===== src/rtl/ahb3lite_pkg.sv =====
`default_nettype none
// ----------------------------------------------------------------------------
// ahb3lite_pkg: shared AHB-Lite transfer types and readback checker states.
// Rev 1.0
// ----------------------------------------------------------------------------
package ahb3lite_pkg;

  typedef enum logic [1:0] {
    IDLE   = 2'b00,
    BUSY   = 2'b01,
    NONSEQ = 2'b10,
    SEQ    = 2'b11
  } HTRANS_state;

  typedef enum logic [1:0] {
    RB_IDLE = 2'b00,
    RB_XFER = 2'b01,
    RB_LAST = 2'b10,
    RB_DONE = 2'b11
  } Readback_state;

  localparam logic [2:0] HBURST_INCR = 3'b001;
  localparam logic [2:0] HSIZE_WORD  = 3'b010;

endpackage
`default_nettype wire


===== src/rtl/ahb_rb_addr_gen.sv =====
`default_nettype none
// ----------------------------------------------------------------------------
// ahb_rb_addr_gen: address-phase generator (HADDR/HTRANS, beat count, 1KB split).
// Rev 1.0
// ----------------------------------------------------------------------------
module ahb_rb_addr_gen
  import ahb3lite_pkg::*;
#(
  parameter int ADDR_STEP      = 4,
  parameter int BOUNDARY_BYTES = 1024
) (
  input  logic        clk_i,
  input  logic        rst_i,
  input  logic        load_i,
  input  logic [31:0] base_i,
  input  logic        active_i,
  input  logic        ready_i,
  output logic [31:0] haddr_o,
  output HTRANS_state htrans_o,
  output logic        accept_o,
  output logic [5:0]  addr_cnt_o,
  output logic [31:0] daddr_o
);

  localparam int          c_bnd_bits = $clog2(BOUNDARY_BYTES);
  localparam logic [31:0] c_step     = 32'(ADDR_STEP);

  logic [31:0] haddr_q, haddr_d;
  logic [31:0] daddr_q, daddr_d;
  logic [5:0]  cnt_q, cnt_d;
  logic        w_boundary;

  assign w_boundary = (haddr_q[c_bnd_bits-1:0] == '0);
  assign accept_o   = active_i & ready_i;
  assign haddr_o    = haddr_q;
  assign addr_cnt_o = cnt_q;
  assign daddr_o    = daddr_q;

  // An INCR burst may not cross the boundary, so the first beat past it restarts.
  always_comb begin
    htrans_o = IDLE;
    if (active_i) begin
      htrans_o = ((cnt_q == 6'd0) || w_boundary) ? NONSEQ : SEQ;
    end
  end

  always_comb begin
    haddr_d = haddr_q;
    daddr_d = daddr_q;
    cnt_d   = cnt_q;
    if (load_i) begin
      haddr_d = base_i;
      cnt_d   = 6'd0;
    end else if (accept_o) begin
      haddr_d = haddr_q + c_step;
      daddr_d = haddr_q;
      cnt_d   = cnt_q + 6'd1;
    end
  end

  always_ff @(posedge clk_i) begin
    if (rst_i) begin
      haddr_q <= 32'd0;
      daddr_q <= 32'd0;
      cnt_q   <= 6'd0;
    end else begin
      haddr_q <= haddr_d;
      daddr_q <= daddr_d;
      cnt_q   <= cnt_d;
    end
  end

endmodule
`default_nettype wire


===== config.mk =====
export PLATFORM = sky130hd
export DESIGN_NAME = ahb_rb_addr_gen
export DESIGN_NICKNAME = d
export VERILOG_FILES = /design/src/rtl/ahb3lite_pkg.sv /design/src/rtl/ahb_rb_addr_gen.sv
export SDC_FILE = /design/constraint.sdc
export NUM_CORES = 1
export LEC_CHECK = 0
export CAP_MARGIN = 40
export CORE_MARGIN = 2
export CORE_UTILIZATION = 45
export DETAILED_ROUTE_END_ITERATION = 12
export PLACE_DENSITY_LB_ADDON = 0.2
export SETUP_SLACK_MARGIN = 0.4
export SYNTH_ARGS = -nofsm -noshare
export SYNTH_HDL_FRONTEND = slang
export SYNTH_SLANG_ARGS = --single-unit
export TNS_END_PERCENT = 1

===== constraint.sdc =====
create_clock -name clk_i -period 6.5 [get_ports clk_i]
set_input_delay 1.95 -clock clk_i [delete_from_list [all_inputs] [get_ports clk_i]]
set_output_delay 1.95 -clock clk_i [all_outputs]
set_load 0.1 [all_outputs]

==> results of run 1 <==
[layout make-up]
cell class | instances | area (µm²)
clock inverters | 6 | 37.5
fillers | 473 | 1500
clock buffers | 10 | 138
repair buffers | 187 | 2230
multi-input cells | 308 | 1780
inverters | 12 | 45.0
well taps | 99 | 124
flip-flops and latches | 70 | 1400
[synthesized netlist by cell type (8+ instances only)]
cell type | number | area (µm²)
nand4_1 | 20 | 125
nand3_1 | 8 | 40.0
o21ai_0 | 8 | 40.0
a311oi_1 | 11 | 96.3
clkbuf_1 | 18 | 67.6
nor2_1 | 26 | 97.6
a21oi_1 | 37 | 185
dfxtp_1 | 70 | 1400
nor3_1 | 11 | 55.1
or4_1 | 8 | 60.1
nand2_1 | 87 | 327
and3_1 | 9 | 56.3
inv_1 | 12 | 45.0
a211oi_1 | 8 | 60.1
[metrics by stage]
stage          util, %  hold WS (ns)
3_5_place_dp      76.9         0.446
3_3_place_gp      61.8         0.443
4_1_cts           79.3         0.456
6_report          79.3         0.457
2_1_floorplan        -         0.888
5_1_grt           79.3         0.471
[logic make-up after synthesis]
kind of cell             after synthesis  share of synthesized area (%)
buffers and inverters                 41                           5.82
XOR/XNOR                              13                           3.37
AND/OR/NAND/NOR                      201                           29.6
adder cells (fa/ha/maj)                4                           1.48
AO/OA/AOI/OAI                         88                           17.6
multiplexers                           2                          0.593
flip-flops                            70                           41.5
[cell usage in the layout (no fill, tap or decap), drive strengths merged, types with 4 or more instances in the layout]
| master | instances |
|---|---|
| clkbuf | 10 |
| dfxtp | 70 |
| inv | 12 |
| nand2 | 88 |
| nor4 | 7 |
| xor2 | 6 |
| or4 | 8 |
| nand3 | 9 |
| clkdlybuf4s50 | 105 |
| or3 | 7 |
| nor2 | 26 |
| a311oi | 11 |
| nand4 | 21 |
| nor3 | 12 |
| and3 | 9 |
| and4 | 5 |
| xnor2 | 7 |
| o21ai | 8 |
| a21oi | 37 |
| ha | 4 |
| buf | 82 |
| a211oi | 8 |
[routing by layer]
layer / track usage [%] / vias up
met4: 10.0 / 0
met5: 0 / -
met2: 48.8 / 145
met3: 5.26 / 20
met1: 33.3 / 1840
li1: - / 1863
[path summary, 6_finish.rpt]
path | startpoint | endpoint | cells past startpoint
min reg2reg | daddr_o[16]$_SDFFE_PP0P_ | daddr_o[16]$_SDFFE_PP0P_ | 2
min | daddr_o[16]$_SDFFE_PP0P_ | daddr_o[16]$_SDFFE_PP0P_ | 2
max | active_i | accept_o | 4
max reg2reg | haddr_o[2]$_SDFFE_PP0N_ | haddr_o[18]$_SDFFE_PP0N_ | 5
[worst max-delay path: stages]
cell	delay, ns
clkdlybuf4s50_1	0.68
nand2_2	0.28
inv_1	0.21
buf_12	0.19
[state kept, by name, summed over array words and instances (netlist names)]
name        count
haddr_o        32
addr_cnt_o      6
daddr_o        32
[power breakdown]
group	switching, mW	total, mW	internal (mW)	leakage, nW
combinational	0.203	0.323	0.120	1.44
clock	0.169	0.316	0.147	0.0841
sequential	0.0292	0.476	0.447	0.573
total	0.401	1.12	0.714	2.10
==> flow_summary.ini, run 1 <==
[pwr]
ir_drop_uv = 140
total_power_mw = 1.12
p_per_area_nw_per_um2 = 194
leakage_nw = 2.10

[place]
place_hpwl_um = 8210
routabilityCongestion = 0.822
placed_area_um2 = 5580
dp_slack_ns = 1.25
io_buffers = 109
dpl.cell_count = 676

[sta]
hold_viol_final = 0
fin_crit_ns = 5.27
layout_setup_ws_ns = 1.23
min_period_over_period_pct = 81.1
drv_slew = 0
tns_ns = 0
fin_skew_ns = 0.0131
slew_headroom_pct = 58.1
max_freq_mhz = 190
worstMarginPinSlew_ns = 0.628
setup_viol = 0
rsz0062_at_grt = false

[setup_path]
critical_path_peak_fanout = 14
cp-start-kind = primary input
cp-end-kind = output pin
crit_type = in -> out
cp_data_arrival_time_ns = 3.32
r2r_setup_slack_ns = 4.29
required_ns = 4.55

[cts]
path_clk_slew_ns = 0.07
post_cts_resized = 0
cts_tree = done
ctsHtreeMaxLevel = 3
cts_setup_buffers = 0
clock_latency_ns = 0.35
hold_buffers = 0
cts_buffer_depth = 2
root_buffer = clkbuf_8
cts_sinks = 70
cts_buffers = 9

[floorplan]
io_pins = 110
initial_core_util_pct = 46.5
core_area_um2 = 7250
die_area_um2 = 8210
num_rows = 31
die_height_um = 90.6
chipWidth_um = 90.6

[grt]
grt_max_degree = 62
grt_antenna_before_repair = 0
grt_usage_pct = 27.6
grt_pass1_wl_um = 18400
grt_pass1_vias = 3796
globalRouteOverflowTotal = 0

[detailed_routing]
drt_iter0_markers = 234
vias = 3868
wl_per_cell_um = 16.1
vias_per_cell = 5.59
drt-met1-wl_um = 4520
dr.max_layer_used = met4
wl_met2_um = 5760
drc = 0
drt-pass1-iter-count = 5
dr_wl_met3_um = 676
antenna_left = 0
wirelength_um = 11100

[cells_and_area]
nets = 629
fin_cells = 692
n_antenna_cell = 0
final_cell_area_um2 = 5750
final_layout_size_suffix_gt1_share_pct = 17.9
area_growth_pct = 70.4

[yosys]
ys_ff_latch = 70
synth_ff_type = dfxtp_1
synthCells = 419
synth_area_um2 = 3370
synth.distinct_cells = 52
yosysSeqAreaShare_pct = 41.5
yosysWarnings = 0
synth_edf_count = 0
syn-num-nets = 460
postSynthAreaPerCell_um2 = 8.05
synthArstFlopShare_pct = 0

[worst_hold_path]
min_path_type = reg -> reg

[job]
maxCapViolations = 0

[status]
status = complete, no violations
(Power assumes the default switching activity.)
==> inputs of run 2 (changes only) <==
--- a/config.mk
+++ b/config.mk
@@ -7,7 +7,7 @@
 export LEC_CHECK = 0
 export CAP_MARGIN = 40
 export CORE_MARGIN = 2
-export CORE_UTILIZATION = 45
+export CORE_UTILIZATION = 42
 export DETAILED_ROUTE_END_ITERATION = 12
 export PLACE_DENSITY_LB_ADDON = 0.2
 export SETUP_SLACK_MARGIN = 0.4
==> constraint.sdc (replaced) <==
create_clock -name clk_i -period 4.23 [get_ports clk_i]
set_input_delay 1.269 -clock clk_i [delete_from_list [all_inputs] [get_ports clk_i]]
set_output_delay 1.269 -clock clk_i [all_outputs]
set_load 0.1 [all_outputs]
==> run 2 against run 1 <==
First-iteration DRC count up 18%. Final cell count is 0.72% higher. Register-to-register slack worse by 2.3 ns. Via count fell by 0.36%. Critical endpoint unchanged. Clock-buffer cell count up 2. Critical path depth is the same. Combinational power grew 54%. Worst hold slack better by 0.0015 ns. Clock skew shrank 0.0040 ns. Sequential share of layout area is 0.16 points lower. Largest cell class unchanged.
==> flow_summary.ini, run 2 (synthesized netlist as in run 1, its figures left out) <==
[setup_path]
cp-start-kind = primary input
r2r_setup_slack_ns = 1.95
ff2ff_path_depth = 5
crit_type = in -> out
r2r_end = haddr_o[18]$_SDFFE_PP0N_
cp_data_arrival_time_ns = 2.33
required_ns = 2.96
critical_path_peak_fanout = 8
regToRegStartpoint = haddr_o[3]$_SDFFE_PP0N_
cp-end-kind = output pin

[sta]
tns_ns = 0
hold_viol_final = 0
worstMarginPinSlew_ns = 0.729
rsz0062_at_grt = false
min_period_over_period_pct = 85.1
drv_slew = 0
fin_crit_ns = 3.60
max_freq_mhz = 278
slew_headroom_pct = 51.4
fin_skew_ns = 0.00906
setup_viol = 0
layout_setup_ws_ns = 0.629

[cells_and_area]
nFillCells = 587
final_layout_size_suffix_gt1_share_pct = 17.8
nets = 631
n_antenna_cell = 0
final_common_cell = clkdlybuf4s50_1
layout_common_cells = clkdlybuf4s50_1, nand2_1, dfxtp_1
final_cell_area_um2 = 5790
area_growth_pct = 71.6

[pwr]
p_sw_share_pct = 34.6
p_per_area_nw_per_um2 = 302
p_switching_uw = 606
p_clk_share_pct = 29.7
combPwrFrac_pct = 28.4
ir_drop_uv = 225
p_seq_share_pct = 41.9
p_int_mw = 1.14
leakage_nw = 2.12

[detailed_routing]
vias_per_cell = 5.53
vias = 3854
drc = 0
antenna_left = 0
drt-pass1-iter-count = 5
wl_per_cell_um = 16.2
drt_iter0_markers = 276
wirelength_um = 11300

[grt]
grt_antenna_before_repair = 0
grt_pass1_wl_um = 18600
globalRouteOverflowTotal = 0
grt_pass1_vias = 3886
grt_max_degree = 40
grt_usage_pct = 26.5

[cts]
ctsHtreeMaxLevel = 3
root_buffer = clkbuf_8
clock_latency_ns = 0.35
cts_setup_buffers = 0
cts_buffer_depth = 2
cts_buffers = 9
post_cts_resized = 0
cts_sinks = 70
cts_tree = done
path_clk_slew_ns = 0.07
hold_buffers = 0

[floorplan]
die_height_um = 93.6
num_rows = 32
chipWidth_um = 93.6
io_pins = 110
core_area_um2 = 7770
initial_core_util_pct = 43.4
die_area_um2 = 8770

[worst_hold_path]
min_to = daddr_o[9]$_SDFFE_PP0P_
min_path_type = reg -> reg
hold_depth = 2
hold_start = daddr_o[9]$_SDFFE_PP0P_

[place]
routabilityCongestion = 0.797
io_buffers = 109
dp_slack_ns = 0.638
placed_area_um2 = 5610
place_hpwl_um = 8210

[status]
status = complete, no violations

[job]
maxCapViolations = 0
-- run 2: cell types whose count changed in the layout (fill, tap and decap cells not counted), sizes merged --
| cell | change |
|---|---|
| clkinv | -1 |
| clkdlybuf4s50 | -1 |
| bufinv | +1 |
| buf | +3 |
| clkbuf | +2 |
| clkinvlp | -2 |
-- run 2: critical path, stage by stage --
cell and delay, ns:
clkdlybuf4s50_1 0.66, nand2_2 0.09, inv_1 0.12, buf_12 0.18
-- run 2: final cells by class --
type,count,area (µm²),share of cell area (%)
inverter,12,45.0,0.778
tap,102,128,2.20
sequential,70,1400,24.2
multi-input combinational,308,1780,30.7
timing repair buffer,189,2260,39.0
clock buffer,12,135,2.33
clock inverter,4,47.5,0.821
-- run 2: power by group through the flow --
stage | Clock, mW | Combinational, mW | Sequential, mW
global route | 0.554 | 0.518 | 0.737
floorplan | 0 | 0.0969 | 0.931
global placement | 0 | 0.405 | 0.746
detailed placement | 0 | 0.498 | 0.746
CTS | 0.526 | 0.499 | 0.731
finish | 0.520 | 0.498 | 0.733
-- run 2: metrics by stage --
| step | util, % | power (mW) | hold WS [ns] | instances |
|---|---|---|---|---|
| detailed placement | 72.2 | 1.24 | 0.448 | 681 |
| floorplan | - | 1.03 | 0.888 | 419 |
| global placement | 58.7 | 1.15 | 0.444 | 612 |
| finish | 74.5 | 1.75 | 0.458 | 697 |
| global route | 74.5 | 1.81 | 0.477 | 697 |
| CTS | 74.5 | 1.76 | 0.458 | 697 |
-- run 2: routing by layer --
layer  vias to the layer above  GRT usage, %  share of wire [%]
met3                        18          6.77                6.6
li1                       1863             -                  -
met2                       143          47.1                 51
met1                      1830          31.3                 41
met4                         0          8.09                1.7
met5                         -             0                  0
-- run 2: how the worst max path moves through the flow --
stage / from / end / slack [ns]
finish: ready_i / accept_o / 0.63
global placement: ready_i / accept_o / 0.66
floorplan: haddr_o[2]$_SDFFE_PP0N_ / htrans_o[0] / 0.69
CTS: ready_i / accept_o / 0.64
global route: ready_i / accept_o / 0.59
detailed placement: ready_i / accept_o / 0.64
==> inputs of run 3 (changes only) <==
--- a/config.mk
+++ b/config.mk
@@ -5,11 +5,12 @@
 export SDC_FILE = /design/constraint.sdc
 export NUM_CORES = 1
 export LEC_CHECK = 0
-export CAP_MARGIN = 40
+export CAP_MARGIN = 0
 export CORE_MARGIN = 2
 export CORE_UTILIZATION = 42
 export DETAILED_ROUTE_END_ITERATION = 12
 export PLACE_DENSITY_LB_ADDON = 0.2
+export RECOVER_POWER = 25
 export SETUP_SLACK_MARGIN = 0.4
 export SYNTH_ARGS = -nofsm -noshare
 export SYNTH_HDL_FRONTEND = slang
==> run 3 against run 2 <==
The flow now finishes with violations (capacitance limit, slew limit). Routed wire length shrank 11%. Via count is 8.5% lower. Flip-flop and latch count did not move. Power fell by 8.9%. Critical path type is now in -> reg. Highest routed layer unchanged.
==> flow_summary.ini, run 3 (synthesized netlist as in run 1, its figures left out) <==
[status]
status = finished with violations
failed_checks = capacitance limit, slew limit

[setup_path]
cp_slowest_cell = clkbuf_1
crit_type = in -> reg
cp-end-kind = flip-flop
cp_cell_sequence = dlygate4sd3_1 > buf_4 > nand3b_1 > clkbuf_1 > nor3_1 > a22oi_1 > a21oi_1
cp-start-kind = primary input
slowest_delay_ns = 1.22
cp_data_arrival_time_ns = 3.81
critical_path_peak_fanout = 34
required_ns = 4.39

[sta]
hold_viol_final = 0
fin_crit_ns = 3.65
fin_skew_ns = 0.00739
min_period_over_period_pct = 86.2
layout_setup_ws_ns = 0.582
worstMarginPinSlew_ns = 1.73
rsz0062_at_grt = false
max_freq_mhz = 274
setup_viol = 0
slew_headroom_pct = -15.1
tns_ns = 0
drv_slew = 75

[detailed_routing]
vias = 3527
vias_per_cell = 5.63
antenna_left = 0
wirelength_um = 10100
drt-pass1-iter-count = 4
wl_per_cell_um = 16.1
drt_iter0_markers = 181
drc = 0

[cells_and_area]
n_antenna_cell = 0
nets = 562
final_common_cell = clkdlybuf4s50_1
layout_common_cells = clkdlybuf4s50_1, nand2_1, dfxtp_1
final_layout_size_suffix_gt1_share_pct = 6.11
nFillCells = 724
multiInputGateArea_um2 = 1780
regArea_um2 = 1400
area_growth_pct = 39.3

[floorplan]
num_rows = 32
core_area_um2 = 7770
initial_core_util_pct = 43.4
die_height_um = 93.6
die_area_um2 = 8770
chipWidth_um = 93.6
io_pins = 110

[cts]
ctsHtreeMaxLevel = 3
cts_setup_buffers = 0
path_clk_slew_ns = 0.07
cts_buffer_depth = 2
post_cts_resized = 0
cts_tree = done
cts_buffers = 9
hold_buffers = 0
clock_latency_ns = 0.35
cts_sinks = 70
root_buffer = clkbuf_8

[pwr]
p_seq_share_pct = 45.9
p_switching_uw = 572
p_sw_share_pct = 35.8
p_int_mw = 1.02
ir_drop_uv = 161
p_clk_share_pct = 28.6
p_per_area_nw_per_um2 = 339
combPwrFrac_pct = 25.5
leakage_nw = 1.60

[job]
maxCapViolations = 2

[place]
dp_slack_ns = 0.644
place_hpwl_um = 7160
routabilityCongestion = 0.797
io_buffers = 109

[grt]
grt_max_degree = 40
grt_antenna_before_repair = 0
grt_usage_pct = 24.3
globalRouteOverflowTotal = 0
grt_pass1_vias = 3504
grt_pass1_wl_um = 16800

[worst_hold_path]
min_path_type = reg -> reg
-- run 3: per-stage QoR --
| stage | utilization [%] | hold WS [ns] | power, mW | area (µm²) | std cells |
|---|---|---|---|---|---|
| after global placement | 58.7 | 0.444 | 1.15 | 4560 | 612 |
| final | 60.5 | 0.454 | 1.60 | 4700 | 626 |
| after CTS | 60.7 | 0.455 | 1.61 | 4710 | 626 |
| after global routing | 60.5 | 0.482 | 1.66 | 4700 | 626 |
| after floorplan | - | 0.888 | 1.03 | 3380 | 419 |
| after detailed placement | 58.7 | 0.446 | 1.15 | 4560 | 612 |
-- run 3: layout make-up --
cell class                      count  area share (%)
Multi-Input combinational cell    308            37.8
Sequential cell                    70            29.8
Timing Repair Buffer              120            25.4
Clock buffer                       12            3.09
Tap cell                          102            2.71
Inverter                           12           0.958
Clock inverter                      2           0.213
-- run 3: worst paths after layout --
kind | startpoint | endpoint | slack, ns | cells past startpoint
setup / recovery | load_i | haddr_o[11]$_SDFFE_PP0N_ | 0.58 | 7
hold / removal | daddr_o[18]$_SDFFE_PP0P_ | daddr_o[18]$_SDFFE_PP0P_ | 0.45 | 2
setup reg to reg | haddr_o[3]$_SDFFE_PP0N_ | haddr_o[18]$_SDFFE_PP0N_ | 2.06 | 5
hold reg to reg | daddr_o[18]$_SDFFE_PP0P_ | daddr_o[18]$_SDFFE_PP0P_ | 0.45 | 2
-- run 3: worst max-delay path, delay by kind of cell --
family	cells	cell delay, ns
buf+inv	3	1.99
simple gates	2	0.24
compound gates	2	0.30
-- run 3: power groups by stage --
stage / registers [mW] / logic (mW) / clock network (mW)
after global placement: 0.746 / 0.405 / 0
after detailed placement: 0.746 / 0.408 / 0
after global routing: 0.737 / 0.426 / 0.498
after floorplan: 0.931 / 0.0969 / 0
after CTS: 0.731 / 0.409 / 0.468
final: 0.732 / 0.407 / 0.456
-- run 3: per-layer routing --
metal,vias up,wire [µm],GRT usage (%)
li1,1720,-,-
met1,1670,4380,30.6
met3,13,800,6.12
met4,0,142,8.70
met2,124,4750,40.3
met5,-,0,0
